--- config.mk ---
export PLATFORM = sky130hd
export DESIGN_NAME = mcoi_rs485_rx
export DESIGN_NICKNAME = d
export VERILOG_FILES = /design/src/rtl/mcoi_rs485_rx_pkg.sv /design/src/rtl/mcoi_baud_tick.sv /design/src/rtl/mcoi_rs485_rx.sv
export SDC_FILE = /design/constraint.sdc
export NUM_CORES = 1
export LEC_CHECK = 0
export CORE_AREA = 2 2 66 68
export CTS_CLUSTER_SIZE = 30
export DETAILED_ROUTE_END_ITERATION = 6
export DIE_AREA = 0 0 68 70
export PLACE_DENSITY_LB_ADDON = 0.05
export REMOVE_ABC_BUFFERS = 1
export SYNTH_ARGS = -nofsm -noshare
export SYNTH_HDL_FRONTEND = slang
export SYNTH_SLANG_ARGS = --single-unit
--- constraint.sdc ---
create_clock -name clk -period 1.72 [get_ports clk]
set_input_delay 0.258 -clock clk [delete_from_list [all_inputs] [get_ports clk]]
set_output_delay 0.258 -clock clk [all_outputs]
set_load 0.005 [all_outputs]
--- src/rtl/mcoi_rs485_rx_pkg.sv ---
// Shared types and helpers for the RS485 UART receive path.
package McoiUartPkg;

  typedef enum logic [2:0] {
    IDLE,
    START,
    DATA,
    PARITY,
    STOP,
    WAIT_IDLE
  } rx_state_t;

  typedef struct packed {
    logic [7:0] data;
    logic       frame_err;
    logic       parity_err;
  } rx_word_t;

  // Clocks per oversample tick, truncated.
  function automatic int unsigned baud_div(input int unsigned clk_hz,
                                           input int unsigned baud,
                                           input int unsigned os);
    return clk_hz / (baud * os);
  endfunction

  function automatic logic maj3(input logic a, input logic b, input logic c);
    return (a & b) | (a & c) | (b & c);
  endfunction

endpackage

--- src/rtl/mcoi_baud_tick.sv ---
// Oversample tick generator: one-clock pulse every DIV clocks, restartable.
module mcoi_baud_tick #(
  parameter int unsigned DIV = 10
) (
  input  logic clk,
  input  logic rstn,
  input  logic restart_i,
  output logic tick_o
);

  localparam int unsigned CNT_W = (DIV > 1) ? $clog2(DIV) : 1;

  logic [CNT_W-1:0] cnt_q, cnt_d;
  logic             tick_q, tick_d;

  always_comb begin
    cnt_d  = cnt_q + CNT_W'(1);
    tick_d = 1'b0;
    if (restart_i) begin
      cnt_d = '0;
    end else if (cnt_q == CNT_W'(DIV - 1)) begin
      cnt_d  = '0;
      tick_d = 1'b1;
    end
  end

  always_ff @(posedge clk or negedge rstn) begin
    if (!rstn) begin
      cnt_q  <= '0;
      tick_q <= 1'b0;
    end else begin
      cnt_q  <= cnt_d;
      tick_q <= tick_d;
    end
  end

  assign tick_o = tick_q;

endmodule

--- src/rtl/mcoi_rs485_rx.sv ---
// RS485 service-link UART receiver: 8N1/8E1/8O1 deserialiser with a
// one-entry valid/ready output buffer, frame/parity error and overrun flags.
module mcoi_rs485_rx
  import McoiUartPkg::*;
#(
  parameter int unsigned CLK_FREQ_HZ = 100000000,
  parameter int unsigned BAUD        = 115200,
  parameter int unsigned OVERSAMPLE  = 16,
  parameter int unsigned PARITY_EN   = 0,
  parameter int unsigned PARITY_ODD  = 0
) (
  input  logic       clk,
  input  logic       rstn,
  input  logic       rs485_i,
  output logic [7:0] data_o,
  output logic       valid_o,
  input  logic       ready_i,
  output logic       frame_err_o,
  output logic       parity_err_o,
  output logic       overrun_o,
  input  logic       clear_i,
  output logic       busy_o
);

  localparam int unsigned DIV    = baud_div(CLK_FREQ_HZ, BAUD, OVERSAMPLE);
  localparam int unsigned SAMP_W = $clog2(OVERSAMPLE);
  localparam logic [SAMP_W-1:0] S_A    = SAMP_W'(OVERSAMPLE / 2 - 1);
  localparam logic [SAMP_W-1:0] S_B    = SAMP_W'(OVERSAMPLE / 2);
  localparam logic [SAMP_W-1:0] S_C    = SAMP_W'(OVERSAMPLE / 2 + 1);
  localparam logic [SAMP_W-1:0] S_LAST = SAMP_W'(OVERSAMPLE - 1);

  logic [1:0]        sync_q;
  logic              prev_q;
  logic [2:0]        arm_q;
  logic              rx_s, fall_c, tick_c, restart_c;
  logic              bit_c, decide_c, end_c, load_c;
  rx_state_t         state_q, state_d;
  logic [SAMP_W-1:0] samp_q, samp_d;
  logic [2:0]        bit_q, bit_d;
  logic [7:0]        shift_q, shift_d;
  logic              par_q, par_d;
  logic [1:0]        maj_q, maj_d;
  rx_word_t          word_c, word_q;
  logic              valid_q, ovr_q, busy_q;

  // Synchroniser plus edge history; arm_q masks the reset-value "high" so a
  // line already low at reset release is not mistaken for a start edge.
  always_ff @(posedge clk or negedge rstn) begin
    if (!rstn) begin
      sync_q <= 2'b11;
      prev_q <= 1'b1;
      arm_q  <= 3'b000;
    end else begin
      sync_q <= {sync_q[0], rs485_i};
      prev_q <= sync_q[1];
      arm_q  <= {arm_q[1:0], 1'b1};
    end
  end

  assign rx_s   = sync_q[1];
  assign fall_c = arm_q[2] & prev_q & ~rx_s;

  mcoi_baud_tick #(
    .DIV (DIV)
  ) u_tick (
    .clk       (clk),
    .rstn      (rstn),
    .restart_i (restart_c),
    .tick_o    (tick_c)
  );

  assign decide_c = tick_c && (samp_q == S_C);
  assign end_c    = tick_c && (samp_q == S_LAST);
  assign bit_c    = maj3(maj_q[1], maj_q[0], rx_s);

  always_comb begin
    word_c.data       = shift_q;
    word_c.frame_err  = ~bit_c;
    word_c.parity_err = (PARITY_EN != 0) ? ((^shift_q) ^ par_q ^ (PARITY_ODD != 0)) : 1'b0;
  end

  always_comb begin
    state_d   = state_q;
    samp_d    = samp_q;
    bit_d     = bit_q;
    shift_d   = shift_q;
    par_d     = par_q;
    maj_d     = maj_q;
    restart_c = 1'b0;
    load_c    = 1'b0;
    if (tick_c) begin
      samp_d = end_c ? '0 : samp_q + SAMP_W'(1);
      if (samp_q == S_A) maj_d[1] = rx_s;
      if (samp_q == S_B) maj_d[0] = rx_s;
    end
    unique case (state_q)
      IDLE: begin
        samp_d = '0;
        bit_d  = '0;
        if (fall_c) begin
          state_d   = START;
          restart_c = 1'b1;
        end
      end
      START: begin
        if (decide_c && bit_c) state_d = IDLE;
        else if (end_c)        state_d = DATA;
      end
      DATA: begin
        if (decide_c) shift_d = {bit_c, shift_q[7:1]};
        if (end_c) begin
          bit_d = bit_q + 3'd1;
          if (bit_q == 3'd7) state_d = (PARITY_EN != 0) ? PARITY : STOP;
        end
      end
      PARITY: begin
        if (decide_c) par_d = bit_c;
        if (end_c)    state_d = STOP;
      end
      STOP: begin
        // Leave at the decision point so a back-to-back start edge is caught.
        if (decide_c) begin
          load_c  = 1'b1;
          state_d = bit_c ? IDLE : WAIT_IDLE;
        end
      end
      WAIT_IDLE: begin
        if (rx_s) state_d = IDLE;
      end
      default: state_d = IDLE;
    endcase
  end

  always_ff @(posedge clk or negedge rstn) begin
    if (!rstn) begin
      state_q <= IDLE;
      samp_q  <= '0;
      bit_q   <= '0;
      shift_q <= '0;
      par_q   <= 1'b0;
      maj_q   <= '0;
    end else begin
      state_q <= state_d;
      samp_q  <= samp_d;
      bit_q   <= bit_d;
      shift_q <= shift_d;
      par_q   <= par_d;
      maj_q   <= maj_d;
    end
  end

  // One-entry output buffer; a byte arriving while the consumer stalls is dropped.
  always_ff @(posedge clk or negedge rstn) begin
    if (!rstn) begin
      word_q  <= '0;
      valid_q <= 1'b0;
      ovr_q   <= 1'b0;
      busy_q  <= 1'b0;
    end else begin
      busy_q <= (state_d != IDLE);
      if (load_c && valid_q && !ready_i) ovr_q <= 1'b1;
      else if (clear_i)                  ovr_q <= 1'b0;
      if (load_c && !(valid_q && !ready_i)) begin
        word_q  <= word_c;
        valid_q <= 1'b1;
      end else if (valid_q && ready_i) begin
        valid_q <= 1'b0;
      end
    end
  end

  assign data_o       = word_q.data;
  assign frame_err_o  = word_q.frame_err;
  assign parity_err_o = word_q.parity_err;
  assign valid_o      = valid_q;
  assign overrun_o    = ovr_q;
  assign busy_o       = busy_q;

endmodule

Yosys cells after proc, flatten, opt, wreduce, memory -nomap -nowiden
Cells that the tools add are included.

operators by class
  add/subtract/negate cells = 3
  eq/ne operators = 12
  mux-type cells = 27
  bitwise gates (word level) = 9
  reductions and logical operators = 20

operators with widths
  kind                                                                   count
  3-bit 2-to-1 mux                                                       10
  3-bit one-hot mux with 6 select lines                                  1
  4-bit equality test, second input constant                             3
  4-bit 2-to-1 mux                                                       3
  6-bit 2-to-1 mux                                                       2
  1-bit 2-to-1 mux                                                       10
  3-bit equality test, second input constant                             3
  1-bit logical AND                                                      8
  2-bit AND reduction                                                    4
  2-bit nonzero test                                                     4
  6-bit by 1-bit adder with 6-bit output, second input constant          1
  3-bit by 2-bit equality test with 1-bit output, second input constant  2
  6-bit equality test, second input constant                             1
  3-bit one-hot mux with 2 select lines                                  1
  1-bit bitwise AND                                                      5
  4-bit by 1-bit adder with 4-bit output, second input constant          1
  4-bit by 3-bit equality test with 1-bit output, second input constant  1
  3-bit by 1-bit adder with 3-bit output, second input constant          1
  3-bit by 1-bit equality test with 1-bit output, second input constant  1
  3-bit zero test                                                        1
  3-bit nonzero test                                                     1
  1-bit zero test                                                        2
  2-bit != test, second input constant                                   1
  1-bit inverter                                                         2
  1-bit OR                                                               2

word-level totals
  register bits = 45
  bits of input ports = 5
  output and inout bits = 13
  word-level logic and storage cells = 87

Logic depth before layout (Yosys ltp)
  word-level depth = 7
  mapped depth = 7
  gate-level depth less buffers = 6

Modules after synthesis
Synthesis repeated with hierarchy kept, for this count alone.

unflattened totals
  cells, all modules = 156
  area total of the unflattened synthesis = 1,981.9 um^2

modules (own cells, without submodules)
  module          instances  cells an instance  area an instance (um^2)
  mcoi_rs485_rx   1          128                1,664.1
  mcoi_baud_tick  1          28                 317.8

Worst setup path after synthesis
OpenSTA, ideal clock, no wires.

  kind = reg2reg
  start point = reg samp_q[1]
  end point = reg shift_q[0]
  library setup time = 125 ps
  arrival time = 1,572 ps
  data required time = 1,595 ps
  path slack = 23 ps
  stages on the path, launching flop included = 7
  path buffers = 1
  period minus slack after synthesis = 1,697 ps
  path through = dfrtp_1 -> inv_1 -> ha_1 -> nand4b_1 -> or3_4 -> buf_6 -> mux2_4

between the ends
  word-level cells in the longest chain between the ends = 3

ends and longest elaborated chain
  item                           RTL line              RTL
  start, declared                mcoi_rs485_rx.sv:38   logic [SAMP_W-1:0] samp_q, samp_d;
  start signal, assigned         mcoi_rs485_rx.sv:144  samp_q <= samp_d;
  4-bit equality test            mcoi_rs485_rx.sv:72   assign decide_c = tick_c && (samp_q == S_C);
  1-bit logical AND              mcoi_rs485_rx.sv:72
  2-bit AND reduction (no line)  -
  end signal, assigned           mcoi_rs485_rx.sv:146  shift_q <= shift_d;
  end, declared                  mcoi_rs485_rx.sv:40   logic [7:0] shift_q, shift_d;

Every way passes these cells.
A chain may end at the register's enable or synchronous reset.

Worst setup path after layout
  start point = reg samp_q[1]
  end point = reg shift_q[1]

The elaborated chain is that of the path after synthesis.

==> out/results.ini <==
[run_status]
outcome=finished, violations left
violations=hold timing

[die]
coreArea_um2=4144
io_pins=18
dieWidth_um=68
num_rows=24
start_util=0.4804
die_h_um=70
dieArea_um2=4760

[cells_and_area]
final_core_util=0.5882
final_nets=213
final_cells=254
antennaDiodeCount=0
fill_cells=342
area_growth_syn_to_layout_pct=22.44
drive_gt1_frac=0.2772

[yosys]
synth_cell_types=42
seq_area_frac_synth=0.5676
syn_avg_cell_area_um2=11.99
synthCells=166
synth_seq_cells=45
ys_warn_count=0
syn_area_um2=1991

[cts]
clock_path_buffers=2
clk_pin_slew_ns=0.09
hold_buffers=0
cts_made_buffers=5
clkSinkCount=45
clkLatencyLatePin_ns=0.29
cts_root_buf=clkbuf_8
htree_levels=2
cts_tree=done

[sta]
hold_slack_ns=-0.001354
fin_crit_ns=1.703
final.period_utilization=0.9904
fin_skew_ns=0.01208
rsz0062_at_grt=true
setup_violations=0
clock.fmax_mhz=587.1
relSlewSlack=0.5493
drv_slew=0
timing.final.hold_violations=3
tightest_slew_ns=0.6760

[worst_setup_path]
required_ns=1.89
worst-path-buf-inv=2
path_class=register to register
path_delay_family=simple AND/OR/NAND/NOR gates
max_stage_delay_ns=0.41
crit_path_max_fanout=5
crit_path_top_delay_cell=dfrtp_1
worstSetupEndpointType=register
crit_arrival_ns=1.87
cp-start-kind=register
crit_chain=inv_2, ha_4, nand4b_1, buf_4, or3_4, mux2_4

[routing]
drt_drc_violations_left=0
drt-wirelength-per-cell_um=14.24
routed_wl_um=3616
vias=1353
antenna_left=0
dr.first_iter.drc_count=83
dr.pass1.iters=4
routed_via_density=5.327

[global_routing]
grt_usage=0.1688
grt_max_degree=33
grt_pass1_vias=1371
grt_overflow_total=0
grt_first_pass_wirelength_um=6099
antenna_found_initial=0

[placed_design]
io_buffers=16
place.gp.congestion=0.8683
dp_hpwl_um=2623
dp_cells=242

[hold_path]
hold_path_class=input port to async pin

[power_and_ir_drop]
ir_drop_uv=626.1
powerDensity_nw_per_um2=906.6
p_leak_nw=1.146

[job]
cap_violations=0

what timing repair did:
action | 4_1_cts | 5_1_grt
gates cloned | 0 | 1
setup endpoints to repair | 5 | 21
resized for setup | 1 | 9
pin swaps | 2 | 2
setup buffers | 0 | 3
cell usage in the layout (no fill, tap or decap), types with 3 or more instances in the layout:
cell             instances
dfrtp_1                 41
nor2_1                  18
buf_4                   17
clkdlybuf4s50_1         15
nand2_1                 11
mux2_2                  10
mux2_4                   7
inv_1                    6
o21ai_0                  6
ha_1                     6
a21oi_1                  5
clkbuf_8                 5
nand3_1                  4
xor2_1                   3
dfstp_2                  3
per-stage QoR:
stage,worst slack (ns),setup TNS (ns),hold slack [ns],total power [mW],instance area (um2)
6_report,0.01657,0,-0.001354,2.210,2437
5_1_grt,-0.02994,-0.1170,0.02249,2.368,2437
4_1_cts,-0.008075,-0.008075,0.01019,2.222,2369
3_5_place_dp,-0.04991,-0.05057,0.3311,1.574,2272
3_3_place_gp,0.06480,0,0.3222,1.555,2272
2_1_floorplan,0.06611,0,-0.03759,1.441,1947
where the power goes:
| group | switching, mW | total, mW | internal [mW] |
|---|---|---|---|
| registers | 0.0825 | 1.24 | 1.15 |
| logic | 0.178 | 0.336 | 0.158 |
| clock network | 0.350 | 0.638 | 0.288 |
path summary, 6_finish.rpt:
kind	end	from	slack, ns	depth (start not counted)
min	data_o[3]	rstn	-0.001	1
max reg2reg	shift_q[1]	samp_q[1]	0.02	6
min in group clk	arm_q[1]	arm_q[0]	0.36	0
min reg2reg	arm_q[1]	arm_q[0]	0.36	0
max	shift_q[1]	samp_q[1]	0.02	6
max in group asynchronous	samp_q[0]	rstn	1.11	2
cell families (layout without fill, tap and decap cells):
family	Yosys count	after routing	synth area share
simple gates	50	51	0.1251
xor+xnor	5	5	0.02200
other cells	2	2	0.003773
mux	20	20	0.1251
fa+ha+maj	7	7	0.04400
compound gates	24	24	0.07731
buf+inv	13	48	0.03519
flops	45	45	0.5676
cell type report:
type	count	area, um2	share of cell area
inverter	7	26.28	0.01078
sequential	45	1131	0.4641
tap	52	65.06	0.02669
multi-input combinational	109	840.8	0.3450
timing repair buffer	33	282.8	0.1160
clock buffer	5	68.82	0.02823
clock inverter	3	22.52	0.009240
metal layers:
| metal | part of all wire | global-route usage | wire (um) |
|---|---|---|---|
| met1 | 0.44 | 0.2116 | 1599 |
| met2 | 0.52 | 0.2826 | 1874 |
| met3 | 0.032 | 0.03865 | 114 |
| met4 | 0.0075 | 0.05556 | 27 |
| met5 | 0 | 0 | 0 |
worst register-to-register path: cells and delay by family (launching register included):
| family | cells | cell delay [ns] |
|---|---|---|
| flip-flops | 1 | 0.41 |
| AND/OR/NAND/NOR | 2 | 0.49 |
| multiplexers | 1 | 0.31 |
| adder cells (fa/ha/maj) | 1 | 0.12 |
| buffers and inverters | 2 | 0.27 |
cells in the mapped netlist, drive strengths merged:
master	count	area share
dfstp	3	0.040
o2111a	1	0.0057
o2111ai	1	0.0044
o31ai	2	0.0075
mux2i	2	0.010
a21o	1	0.0038
buf	4	0.018
a22oi	2	0.0075
nand3	4	0.010
nand2b	1	0.0031
nand4	2	0.0063
a41oi	2	0.0088
xnor2	2	0.0088
and4	1	0.0044
clkbuf	2	0.0044
dfrtp	42	0.53
nand4b	2	0.0088
nand2	12	0.024
conb	2	0.0038
a21oi	5	0.013
o22ai	3	0.0094
o21ai	7	0.018
and3	2	0.0063
xor2	3	0.013
nor3	2	0.0075
mux2	18	0.12
nor2	19	0.036
or3	2	0.0088
or2b	1	0.0038
ha	7	0.044
nor2b	1	0.0031
or2	1	0.0031
inv	7	0.013
registers in the layout (all words and copies together), names as in the netlist:
signal / count
arm_q: 3
bit_q: 3
busy_o: 1
data_o: 8
frame_err_o: 1
maj_q: 2
overrun_o: 1
prev_q: 1
samp_q: 4
shift_q: 8
state_q: 3
sync_q: 2
u_tick.cnt_q: 6
u_tick.tick_o: 1
valid_o: 1
Note: power is estimated with default switching activity, not from simulation.
==> edit 1, RTL diff (config.mk and constraints unchanged) <==
Change the parameter `PARITY_EN` from 0 to 1.
--- a/src/rtl/mcoi_rs485_rx.sv
+++ b/src/rtl/mcoi_rs485_rx.sv
@@ -6,7 +6,7 @@
   parameter int unsigned CLK_FREQ_HZ = 100000000,
   parameter int unsigned BAUD        = 115200,
   parameter int unsigned OVERSAMPLE  = 16,
-  parameter int unsigned PARITY_EN   = 0,
+  parameter int unsigned PARITY_EN   = 1,
   parameter int unsigned PARITY_ODD  = 0
 ) (
   input  logic       clk,
Formal check against the unedited RTL: same outputs for any inputs over 10 cycles, from zero or initial values and one cycle with rstn low; that may be too few to reach the edited logic, so the function may still have changed.
==> edit 1 against the original RTL <==
- design area grew 10%
- hold slack gained 0.35 ns
- synthesized area grew 12%
- maximum frequency grew 4.6%
- cell count grew 3.1%
- die area is the same
- global-route usage grew 1.8 points
- count of clock-buffer cells in the layout grew 1
- routed wire length grew 10%
- sequential cell count grew 2
- power grew 5.8%
- worst setup slack gained 0.076 ns
- highest routed layer unchanged
==> edit 1: results <==
[cts]
clk-insertion-delay-late_ns = 0.31
cts_hold_buf = 1

[power]
clk-power_mw = 0.698
ir_worst_vdd_mv = 0.766
pg_seq_mw = 1.28
swShare_pct = 27.5

[finish]
clockBufferCount = 6
num-nonclk-inverters = 4
fin_nets = 221
num-nonclk-buffers = 28
seq_share_pct = 44.0
drive_above_1_share_pct = 26.2
nMultiInputCombCells = 123
nFillCells = 320
clkCellAreaFrac_pct = 3.68

[global_routing]
grt_start_max_net_pins = 29
grt_pass1_vias = 1428
track_usage_pct = 18.7

[routing]
wl_per_cell_um = 15.2
avgViaCountPerCell = 5.38
first_pass_iters = 2

[placed_design]
portBuffers = 17
gp_congestion = 0.755
dp_hpwl_um = 2750

[critical_path]
max_stage_delay_ns = 0.39
crit_fanout = 6

[outcome]
outcome = "finished clean"

[yosys]
synth_fa_ha_area_share_pct = 4.38
synth_compound_area_share_pct = 7.01
ys_seq_area_share_pct = 52.9

[hold_path]
hold_class = "reg -> reg"

[sta]
fin_skew_ns = 0.00598
## edit 1: per-stage QoR
stage	std cells	power (mW)	utilization, %	instance area [sq um]
after detailed placement	252	1.65	60.9	2520
after global routing	262	2.48	64.8	2680
after global placement	252	1.62	60.9	2520
final	262	2.34	64.8	2680
after floorplan	173	1.52	-	2190
after CTS	261	2.36	63.5	2630
## edit 1: routing by layer
layer	track usage, %	wire, um	up-vias
met3	5.96	132	10
met2	28.3	1920	21
met5	0	0	-
met4	6.89	91	0
li1	-	-	684
met1	25.0	1840	695
## edit 1: worst paths after layout
path                           start         to  slack [ns]  cells after the start
setup / recovery           samp_q[1]  data_o[2]        0.09                      5
hold / removal              arm_q[0]   arm_q[1]        0.35                      0
setup reg to reg           samp_q[1]  data_o[2]        0.09                      5
hold reg to reg             arm_q[0]   arm_q[1]        0.35                      0
max in group asynchronous       rstn     prev_q        0.70                      3
min in group asynchronous       rstn     busy_o        0.44                      2
==> edit 2, RTL diff (config.mk and constraints unchanged) <==
Without the edit above. Make the reset (`rstn`) synchronous in 4 clocked blocks.
--- a/src/rtl/mcoi_baud_tick.sv
+++ b/src/rtl/mcoi_baud_tick.sv
@@ -24,7 +24,7 @@
     end
   end
 
-  always_ff @(posedge clk or negedge rstn) begin
+  always_ff @(posedge clk) begin
     if (!rstn) begin
       cnt_q  <= '0;
       tick_q <= 1'b0;
--- a/src/rtl/mcoi_rs485_rx.sv
+++ b/src/rtl/mcoi_rs485_rx.sv
@@ -45,7 +45,7 @@
 
   // Synchroniser plus edge history; arm_q masks the reset-value "high" so a
   // line already low at reset release is not mistaken for a start edge.
-  always_ff @(posedge clk or negedge rstn) begin
+  always_ff @(posedge clk) begin
     if (!rstn) begin
       sync_q <= 2'b11;
       prev_q <= 1'b1;
@@ -131,7 +131,7 @@
     endcase
   end
 
-  always_ff @(posedge clk or negedge rstn) begin
+  always_ff @(posedge clk) begin
     if (!rstn) begin
       state_q <= IDLE;
       samp_q  <= '0;
@@ -150,7 +150,7 @@
   end
 
   // One-entry output buffer; a byte arriving while the consumer stalls is dropped.
-  always_ff @(posedge clk or negedge rstn) begin
+  always_ff @(posedge clk) begin
     if (!rstn) begin
       word_q  <= '0;
       valid_q <= 1'b0;
Formal check against the unedited RTL: differs if rstn is asserted again (counterexample within 10 cycles, from zero or initial values and one cycle with rstn low); with rstn held inactive, the same outputs for 10 cycles.
==> edit 2 against the original RTL <==
- routed wire length is 12% lower
- worst setup slack gained 0.17 ns
- highest routed layer unchanged
- synthesized cell count is 10% higher
- non-clock buffer count down 12
- core utilization decreased by 5.5 points
- sequential cell count unchanged
- design area down 9.4%
- synthesized area decreased by 5.2%
- critical path type unchanged
Power is not compared: it rests on default switching activity, and its combinational part moved more than twofold at a synthesized area within 25%.
==> edit 2: results <==
[yosys]
yosys-top-cells-count = "45 x dfxtp_1, 21 x mux2i_1, 21 x nor2b_1, 14 x nor2_1, 7 x ha_1"
synthXorXnorAreaFrac_pct = 2.79
muxShareOfSynthArea_pct = 11.1
ys_seq_area_share_pct = 47.7
synth_fa_ha_area_share_pct = 5.24

[critical_path]
cp_slowest_cell = "dfxtp_2"
cp_top_family = "compound AO/OA/AOI/OAI gates"
r2r_end = "busy_o"
worstRegToRegCells = 5
reg2reg_slack_ns = 0.19

[sta]
max_slew_margin_pct = 63.6
whs_ns = 0.439

[routing]
wl_per_cell_um = 12.5
wl_um = 3170
drtIter0Drc = 56
dr_wl_met2_um = 1520
wl_met1_um = 1540

[global_routing]
grt_first_pass_wirelength_um = 5490
track_usage_pct = 15.0
grt_pass1_vias = 1223

[placed_design]
gp_congestion = 0.871
postPlaceCellArea_sq_um = 2080
post-place-ws_ns = 0.106
dp_hpwl_um = 2320

[hold_path]
hold_class = "reg -> reg"

[outcome]
outcome = "finished clean"
[edit 2: cell count changes after synthesis, sizes merged, moves of 3 or more]
cell,before,now
and2,0,4
dfrtp,42,0
dfstp,3,0
dfxtp,0,45
mux2,18,0
mux2i,2,21
nand2,12,6
nand2b,1,5
nor2,19,14
nor2b,1,21
o21ai,7,1
[edit 2: cell type report]
cell class	count	share of cell area (%)
Tap cell	52	2.95
Inverter	6	1.02
Clock inverter	1	1.36
Clock buffer	7	3.91
Sequential cell	45	40.9
Timing Repair Buffer	21	8.95
Multi-Input combinational cell	122	40.9
[edit 2: worst max-delay path by stage]
stage	startpoint	to	slack [ns]	cells past startpoint
finish	samp_q[0]	busy_o	0.19	5
global route	samp_q[1]	data_o[6]	0.03	7
detailed placement	samp_q[0]	busy_o	0.11	5
global placement	samp_q[0]	busy_o	0.15	5
floorplan	samp_q[0]	frame_err_o	0.02	5
CTS	samp_q[0]	busy_o	0.07	5
